[src/rtl/iob_im_frame_ctrl_pkg.sv]
// Shared constants for the IM frame-synchronous position controller:
// write-select encodings, reset locations, FSM state encoding and the
// default visible-area geometry.
package im_pkg;

  localparam int H_ACTIVE_DEF = 640;
  localparam int V_ACTIVE_DEF = 480;
  localparam int COORD_W_DEF  = 10;

  localparam logic [1:0] SEL_BALL   = 2'd0;
  localparam logic [1:0] SEL_BARL   = 2'd1;
  localparam logic [1:0] SEL_BARR   = 2'd2;
  localparam logic [1:0] SEL_COMMIT = 2'd3;

  // Reset locations as {y, x} coordinates.
  localparam int BALL_RST_Y = 240;
  localparam int BALL_RST_X = 320;
  localparam int BARL_RST_Y = 240;
  localparam int BARL_RST_X = 16;
  localparam int BARR_RST_Y = 240;
  localparam int BARR_RST_X = 623;

  typedef enum logic [1:0] {
    ST_IDLE   = 2'd0,
    ST_ARMED  = 2'd1,
    ST_COMMIT = 2'd2
  } state_t;

endpackage

[src/rtl/iob_im_frame_ctrl_vblank_det.sv]
// Vertical-blank rising-edge detector. vb_q resets high so that a reset
// released in the middle of vblank does not produce a spurious rise.
module im_vblank_det #(
  parameter int COORD_W  = 10,
  parameter int V_ACTIVE = 480
) (
  input  logic               clk,
  input  logic               rst,
  input  logic [COORD_W-1:0] pixel_y,
  output logic               rise
);

  localparam logic [COORD_W-1:0] V_LIM = COORD_W'(V_ACTIVE);

  logic vblank;
  logic vb_q;

  assign vblank = (pixel_y >= V_LIM);
  assign rise   = vblank && !vb_q;

  // Remember last cycle's vblank level for edge detection.
  always_ff @(posedge clk) begin
    if (!rst) vb_q <= 1'b1;
    else      vb_q <= vblank;
  end

endmodule

[src/rtl/iob_reg.sv]
// Generic enabled register with synchronous active-low reset to RST_VAL.
module iob_reg #(
  parameter int                 DATA_W  = 1,
  parameter logic [DATA_W-1:0]  RST_VAL = '0
) (
  input  logic              clk,
  input  logic              rst,
  input  logic              en,
  input  logic [DATA_W-1:0] data_in,
  output logic [DATA_W-1:0] data_out
);

  // Load data_in when enabled; return to RST_VAL on reset.
  always_ff @(posedge clk) begin
    if (!rst) data_out <= RST_VAL;
    else if (en) data_out <= data_in;
  end

endmodule

[src/rtl/iob_im_frame_ctrl.sv]
// Frame-synchronous position controller. The CPU writes ball/bar positions
// into staging registers; a commit request copies all three into the active
// registers atomically at the next vblank rise so the renderer never sees a
// torn frame. Also provides a per-frame tick and a 16-bit frame counter.
//
// Handshake: a write (staging or commit request) is accepted in any cycle
// where wr_valid && wr_ready. wr_ready drops only during the single COMMIT
// cycle, so staging cannot change while it is being copied.
module iob_im_frame_ctrl
  import im_pkg::*;
#(
  parameter int H_ACTIVE = H_ACTIVE_DEF,
  parameter int V_ACTIVE = V_ACTIVE_DEF,
  parameter int COORD_W  = COORD_W_DEF
) (
  input  logic                 clk,
  input  logic                 rst,
  input  logic [COORD_W-1:0]   pixel_x,
  input  logic [COORD_W-1:0]   pixel_y,
  input  logic                 wr_valid,
  input  logic [1:0]           wr_sel,
  input  logic [2*COORD_W-1:0] wr_data,
  output logic                 wr_ready,
  output logic [2*COORD_W-1:0] ball_loc,
  output logic [2*COORD_W-1:0] barl_loc,
  output logic [2*COORD_W-1:0] barr_loc,
  output logic                 pending,
  output logic                 frame_tick,
  output logic [15:0]          frame_cnt
);

  localparam int LW = 2 * COORD_W;
  localparam logic [COORD_W-1:0] X_MAX = COORD_W'(H_ACTIVE - 1);
  localparam logic [COORD_W-1:0] Y_MAX = COORD_W'(V_ACTIVE - 1);
  localparam logic [LW-1:0] BALL_RST = {COORD_W'(BALL_RST_Y), COORD_W'(BALL_RST_X)};
  localparam logic [LW-1:0] BARL_RST = {COORD_W'(BARL_RST_Y), COORD_W'(BARL_RST_X)};
  localparam logic [LW-1:0] BARR_RST = {COORD_W'(BARR_RST_Y), COORD_W'(BARR_RST_X)};

  state_t state;

  logic               rise;
  logic               wr_acc;
  logic               commit_req;
  logic               do_commit;
  logic [COORD_W-1:0] in_x, in_y, cl_x, cl_y;
  logic [LW-1:0]      cl_loc;
  logic [LW-1:0]      ball_stg, barl_stg, barr_stg;

  // Commits align to vertical blank only, so the horizontal scan position
  // carries no information this block needs.
  logic unused_pixel_x;
  assign unused_pixel_x = ^pixel_x;

  im_vblank_det #(
    .COORD_W  (COORD_W),
    .V_ACTIVE (V_ACTIVE)
  ) u_vblank_det (
    .clk     (clk),
    .rst     (rst),
    .pixel_y (pixel_y),
    .rise    (rise)
  );

  // wr_ready depends on the state register only.
  assign wr_ready   = (state != ST_COMMIT);
  assign wr_acc     = wr_valid && wr_ready;
  assign commit_req = wr_acc && (wr_sel == SEL_COMMIT);
  assign do_commit  = (state == ST_COMMIT);

  // Clamp incoming coordinates into the visible area.
  assign in_x   = wr_data[COORD_W-1:0];
  assign in_y   = wr_data[LW-1:COORD_W];
  assign cl_x   = (in_x > X_MAX) ? X_MAX : in_x;
  assign cl_y   = (in_y > Y_MAX) ? Y_MAX : in_y;
  assign cl_loc = {cl_y, cl_x};

  iob_reg #(.DATA_W(LW), .RST_VAL(BALL_RST)) u_ball_stg (
    .clk(clk), .rst(rst), .en(wr_acc && (wr_sel == SEL_BALL)),
    .data_in(cl_loc), .data_out(ball_stg));
  iob_reg #(.DATA_W(LW), .RST_VAL(BARL_RST)) u_barl_stg (
    .clk(clk), .rst(rst), .en(wr_acc && (wr_sel == SEL_BARL)),
    .data_in(cl_loc), .data_out(barl_stg));
  iob_reg #(.DATA_W(LW), .RST_VAL(BARR_RST)) u_barr_stg (
    .clk(clk), .rst(rst), .en(wr_acc && (wr_sel == SEL_BARR)),
    .data_in(cl_loc), .data_out(barr_stg));

  iob_reg #(.DATA_W(LW), .RST_VAL(BALL_RST)) u_ball_act (
    .clk(clk), .rst(rst), .en(do_commit), .data_in(ball_stg), .data_out(ball_loc));
  iob_reg #(.DATA_W(LW), .RST_VAL(BARL_RST)) u_barl_act (
    .clk(clk), .rst(rst), .en(do_commit), .data_in(barl_stg), .data_out(barl_loc));
  iob_reg #(.DATA_W(LW), .RST_VAL(BARR_RST)) u_barr_act (
    .clk(clk), .rst(rst), .en(do_commit), .data_in(barr_stg), .data_out(barr_loc));

  // Commit FSM plus registered pending flag, frame tick and frame counter.
  // A request arriving together with a rise only arms; the commit then
  // lands on the following frame's rise.
  always_ff @(posedge clk) begin
    if (!rst) begin
      state      <= ST_IDLE;
      pending    <= 1'b0;
      frame_tick <= 1'b0;
      frame_cnt  <= 16'd0;
    end else begin
      frame_tick <= rise;
      if (rise) frame_cnt <= frame_cnt + 16'd1;
      case (state)
        ST_IDLE: begin
          if (commit_req) begin
            state   <= ST_ARMED;
            pending <= 1'b1;
          end
        end
        ST_ARMED: begin
          if (rise) state <= ST_COMMIT;
        end
        ST_COMMIT: begin
          state   <= ST_IDLE;
          pending <= 1'b0;
        end
        default: begin
          state   <= ST_IDLE;
          pending <= 1'b0;
        end
      endcase
    end
  end

endmodule

[config.mk]
export PLATFORM = sky130hd
export DESIGN_NAME = iob_im_frame_ctrl
export DESIGN_NICKNAME = d
export VERILOG_FILES = /design/src/rtl/iob_im_frame_ctrl_pkg.sv /design/src/rtl/iob_im_frame_ctrl_vblank_det.sv /design/src/rtl/iob_reg.sv /design/src/rtl/iob_im_frame_ctrl.sv
export SDC_FILE = /design/constraint.sdc
export NUM_CORES = 1
export LEC_CHECK = 0
export BUFFER_PORTS_ARGS = -buffer_cell sky130_fd_sc_hd__buf_2
export CAP_MARGIN = 20
export CORE_UTILIZATION = 25
export DETAILED_ROUTE_END_ITERATION = 8
export GPL_TIMING_DRIVEN = 1
export MAX_ROUTING_LAYER = met4
export PLACE_DENSITY = 0.4
export SYNTH_ARGS = -nofsm -noshare
export SYNTH_HDL_FRONTEND = slang
export SYNTH_SLANG_ARGS = --single-unit
[constraint.sdc]
create_clock -name clk -period 3.85 [get_ports clk]
set_clock_uncertainty 0.15 [all_clocks]
set_input_delay 0.9625 -clock clk [delete_from_list [all_inputs] [get_ports clk]]
set_output_delay 0.9625 -clock clk [all_outputs]
set_load 0.02 [all_outputs]
==> results.toml, run 1 <==
[cts]
post_cts_resize_count = 0
htree_levels = 4
clockBufferDepth = 2
post-cts-setup-buffer-count = 0
clk_pin_slew_ns = 0.06
hold_buffers = 0
cts-buffers-inserted = 17
cts_num_sinks = 141
cts_root_buffer = "clkbuf_16"
clk_latency_ns = 0.42
cts_tree = "yes"

[critical_path]
worst-r2r-setup-slack_ns = 1.28
required_ns = 2.74
startpoint_type = "flip-flop"
arrival_ns = 1.82
cp-startpoint = "state[1]"
rr_startpoint = "state[1]"
worstSetupEndpoint = "wr_ready"
end_kind = "output pin"
reg2reg_depth = 4
critPathMaxFanout = 47
r2r-end = "u_barl_stg.data_out[19]"
crit_type = "flip-flop to output pin"

[floorplan]
ios = 124
placeableCoreArea_sq_um = 19700
die_area_sq_um = 21000
row_count = 51
initial_utilization = 0.259
die_h_microns = 145
die_w_microns = 145

[power]
internal_power_uw = 2540
peakVddDrop_mv = 0.298
comb_power_share = 0.045
p_leak_uw = 0.00263
powerDensity_nw_per_um2 = 509
seq_power_share = 0.461
p_clk_frac = 0.494
p_sw_frac = 0.227
power.switching_uw = 744

[yosys]
syn-cell-area_sq_um = 5100
netlist.area_leader.share = 0.553
ys_seq_elements = 141
ys.flop_type = "dfxtp_1"
seq_area_frac_synth = 0.553
synth_enable_flop_cells = 0
async_reset_ff_frac = 0
ys_types = 37
synth_top_cell_by_area = "dfxtp_1"
syn_avg_cell_area_sq_um = 8.47
yosysWarnings = 0
synth_area_leaders = "dfxtp_1 (55%), nand2_1 (12%), a21oi_1 (5.3%), a211oi_1 (4.1%), nor2_1 (3.8%)"
synthCells = 602
synthesis.nets = 648

[layout]
final_nets = 739
fin_cells = 970
fin_area_sq_um = 6440
post-route-util = 0.327
drive_above_1_share = 0.217
diodes = 0
area_growth_pct = 26.4

[detailed_routing]
drt-total-wl_microns = 14200
viasPerCell = 4.55
drtIter0Drc = 194
drt-wirelength-per-cell_microns = 14.7
drc = 0
via_count = 4409
first_pass_iters = 4
antenna_left = 0

[timing]
maxSlewHeadroom = 0.404
rsz0062_at_grt = "no"
max_freq_ghz = 0.342
finalSetupTns_ns = 0
period_needed_ns = 2.93
layout_setup_ws_ns = 0.922
finalSetupViolCount = 0
hold_violations = 0
min_period_over_period = 0.760
worst_pin_slew_ns = 0.894
slew_violations = 0

[run_status]
status = "finished, final reports clean"

[global_route]
antenna_found_initial = 0
grt_pass1_wl_microns = 22400
track_usage = 0.147
grt_max_degree = 63
grt_pass1_vias = 4243
grt-ovfl-total = 0

[placed_design]
placed_area_sq_um = 5860
gp_congestion = 0.825
place_inst = 939
place_ws_ns = 0.982
dp_hpwl_microns = 9750
numPortBuffers = 108

[job]
drv_cap = 0

[hold_path]
hold_path.class = "flip-flop to flip-flop"
Yosys cell counts, types with 5 or more instances:
cell      instances
o21ai_0           5
a21oi_1          54
nand4_1           5
nand2_1         167
buf_2             7
o211ai_1         20
xnor2_1           7
a211oi_1         28
and3_1            5
nor2_1           52
nand3_1          29
dfxtp_1         141
clkbuf_1         33
area by class of cell:
type	count	area [sq um]
well taps	265	332
clock buffers	20	467
clock inverters	11	116
inverters	5	18.8
flip-flops and latches	141	2820
repair buffers	115	593
fillers	2085	13300
multi-input cells	413	2100
placed cells by master, fill, tap and decap left out, types with 4 or more instances in the layout:
cell type / instances
a211oi_1: 28
a21oi_1: 54
and3_1: 5
buf_2: 108
buf_4: 7
clkbuf_16: 17
clkinv_2: 5
dfxtp_1: 141
nand2_1: 167
nand3_1: 29
nand4_1: 5
nor2_1: 52
o211ai_1: 20
o21ai_0: 5
or3_1: 4
xnor2_1: 7
power groups by stage:
stage,clock network [uW],logic [uW],registers (uW)
CTS,1670,151,1510
global route,1740,167,1520
floorplan,0,92.5,1540
finish,1620,148,1510
global placement,0,147,1540
detailed placement,0,150,1550
metrics by stage:
stage          total power (uW)  hold slack [ns]
2_1_floorplan              1640            0.277
3_3_place_gp               1690            0.294
3_5_place_dp               1700            0.295
4_1_cts                    3340            0.307
5_1_grt                    3420            0.323
6_report                   3280            0.304
worst max-delay path: stages, from the launching register on:
cell and delay [ns]:
dfxtp_1 0.33, nor2b_4 0.14, inv_2 0.61, buf_2 0.30
sequential cells by signal, indices dropped and copies added, names as in the netlist:
register             cells
u_barl_act.data_out     20
u_ball_stg.data_out     20
frame_cnt               16
frame_tick               1
u_vblank_det.vb_q        1
state                    2
u_ball_act.data_out     20
u_barr_stg.data_out     20
pending                  1
u_barr_act.data_out     20
u_barl_stg.data_out     20
worst min-delay path by stage:
stage	startpoint	cells after the start	slack, ns	end
floorplan	u_ball_stg.data_out[19]	2	0.28	u_ball_act.data_out[19]
global placement	u_ball_act.data_out[19]	2	0.29	u_ball_act.data_out[19]
detailed placement	u_barr_act.data_out[11]	2	0.29	u_barr_act.data_out[11]
CTS	u_barr_act.data_out[10]	2	0.31	u_barr_act.data_out[10]
global route	u_barl_stg.data_out[19]	2	0.32	u_barl_act.data_out[19]
finish	u_barr_act.data_out[10]	2	0.30	u_barr_act.data_out[10]
layer usage:
metal / track usage / vias to the layer above / routed length, microns
li1: - / 2236 / -
met1: 0.178 / 2056 / 6610
met2: 0.228 / 104 / 6580
met3: 0.0451 / 13 / 894
met4: 0.0598 / 0 / 143
met5: - / - / 0
logic make-up (layout without fill, tap and decap cells):
family	Yosys count	after routing	share of synthesized area
AND/OR/NAND/NOR	289	289	0.249
flip-flops	141	141	0.553
AO/OA/AOI/OAI	115	115	0.144
buffers and inverters	48	151	0.0370
XOR/XNOR	7	7	0.0120
adder cells (fa/ha/maj)	1	1	0.00245
multiplexers	1	1	0.00196
No activity file was read; power rests on OpenSTA's default activity.
==> run 2: changes to the inputs <==
- clock period: 3.85 -> 2.7 ns (I/O delays scaled with it)
==> results.toml, run 2 (synthesized netlist as in run 1, its figures left out) <==
[detailed_routing]
first_pass_iters = 4
viasPerCell = 4.46
drt-wirelength-per-cell_microns = 14.5
drt-total-wl_microns = 14200
via_count = 4362
drc = 0
drtIter0Drc = 190
antenna_left = 0

[cts]
cts_root_buffer = "clkbuf_16"
post_cts_resize_count = 0
clk_pin_slew_ns = 0.06
clockBufferDepth = 2
post-cts-setup-buffer-count = 0
cts_num_sinks = 141
clk_latency_ns = 0.42
hold_buffers = 0
cts_tree = "yes"
htree_levels = 4
cts-buffers-inserted = 17

[run_status]
status = "finished, final reports clean"

[placed_design]
numPortBuffers = 108
dp_hpwl_microns = 9780
place_ws_ns = 0.411
place_inst = 944
gp_congestion = 0.829

[timing]
period_needed_ns = 2.04
slew_violations = 0
worst_pin_slew_ns = 0.678
layout_setup_ws_ns = 0.657
fin_hold_ws_ns = 0.300
hold_violations = 0
maxSlewHeadroom = 0.545
max_freq_ghz = 0.489
finalSetupTns_ns = 0
min_period_over_period = 0.757
rsz0062_at_grt = "no"
finalSetupViolCount = 0

[global_route]
grt_max_degree = 76
grt_pass1_vias = 4276
track_usage = 0.147
grt_pass1_wl_microns = 22600
grt-ovfl-total = 0
antenna_found_initial = 1

[power]
peakVddDrop_mv = 0.435
p_leak_uw = 0.00265
powerDensity_nw_per_um2 = 718
total_power_uw = 4660

[layout]
fin_cells = 977
drive_above_1_share = 0.219
nFillCells = 2090
final_cell_mix = "nand2_1 (167), dfxtp_1 (141), buf_2 (108), a21oi_1 (54), nor2_1 (52)"
final_common_cell = "nand2_1"
final_nets = 744
area_growth_pct = 27.3

[critical_path]
crit_path_max_incr_delay_ns = 0.36
path_cells = "nor2b_4 > inv_2 > buf_2"
slowest_stage = "dfxtp_1"
crit_type = "flip-flop to output pin"
required_ns = 1.88
arrival_ns = 1.22
startpoint_type = "flip-flop"
end_kind = "output pin"
critPathMaxFanout = 5

[floorplan]
die_w_microns = 145
initial_utilization = 0.259
die_h_microns = 145
ios = 124
row_count = 51
placeableCoreArea_sq_um = 19700
die_area_sq_um = 21000

[job]
drv_cap = 0

[hold_path]
hold_path.class = "flip-flop to flip-flop"
[run 2: changes by cell type in the layout (fill, tap and decap cells not counted)]
cell	change
buf_4	+4
clkinv_2	-4
clkinv_4	+4
clkbuf_1	+3
clkbuf_8	-3
buf_12	+1
diode_2	+1
inv_6	+1
[run 2: layout make-up]
cell class	instances	area, sq um	area share
timing repair buffer	120	643	0.0991
clock buffer	20	437	0.0673
sequential	141	2820	0.435
tap	265	332	0.0511
antenna	1	2.50	0.000386
inverter	5	18.8	0.00289
multi-input combinational	413	2100	0.323
clock inverter	12	140	0.0216
[run 2: critical path, delay by kind of cell, from the launching register on]
family | cells | cell delay, ns
buffers and inverters | 2 | 0.26
flip-flops | 1 | 0.36
AND/OR/NAND/NOR | 1 | 0.19
[run 2: path summary, 6_finish.rpt]
path / start / endpoint / depth (start not counted) / slack (ns)
worst max-delay path: state[1] / wr_ready / 3 / 0.66
worst min-delay path: u_barr_act.data_out[12] / u_barr_act.data_out[12] / 2 / 0.30
worst max register to register: state[1] / u_ball_stg.data_out[6] / 5 / 0.69
worst min register to register: u_barr_act.data_out[12] / u_barr_act.data_out[12] / 2 / 0.30
[run 2: through the flow]
stage | util | instance area (sq um)
3_5_place_dp | 0.300 | 5910
6_report | 0.329 | 6490
4_1_cts | 0.329 | 6490
5_1_grt | 0.329 | 6490
3_3_place_gp | 0.300 | 5910
2_1_floorplan | - | 5100
[run 2: routing by layer]
| layer | routed length (microns) | up-vias | part of all wire | GRT usage |
|---|---|---|---|---|
| li1 | - | 2241 | - | - |
| met1 | 6710 | 2008 | 0.47 | 0.178 |
| met2 | 6500 | 94 | 0.46 | 0.232 |
| met3 | 660 | 19 | 0.047 | 0.0359 |
| met4 | 307 | 0 | 0.022 | 0.0648 |
| met5 | 0 | - | 0 | - |
[run 2: power by group]
group	internal (uW)	leakage, uW	switching [uW]
clock network	1370	0.000271	918
registers	2130	0.00115	28.0
logic	73.5	0.00123	143
total	3570	0.00265	1090
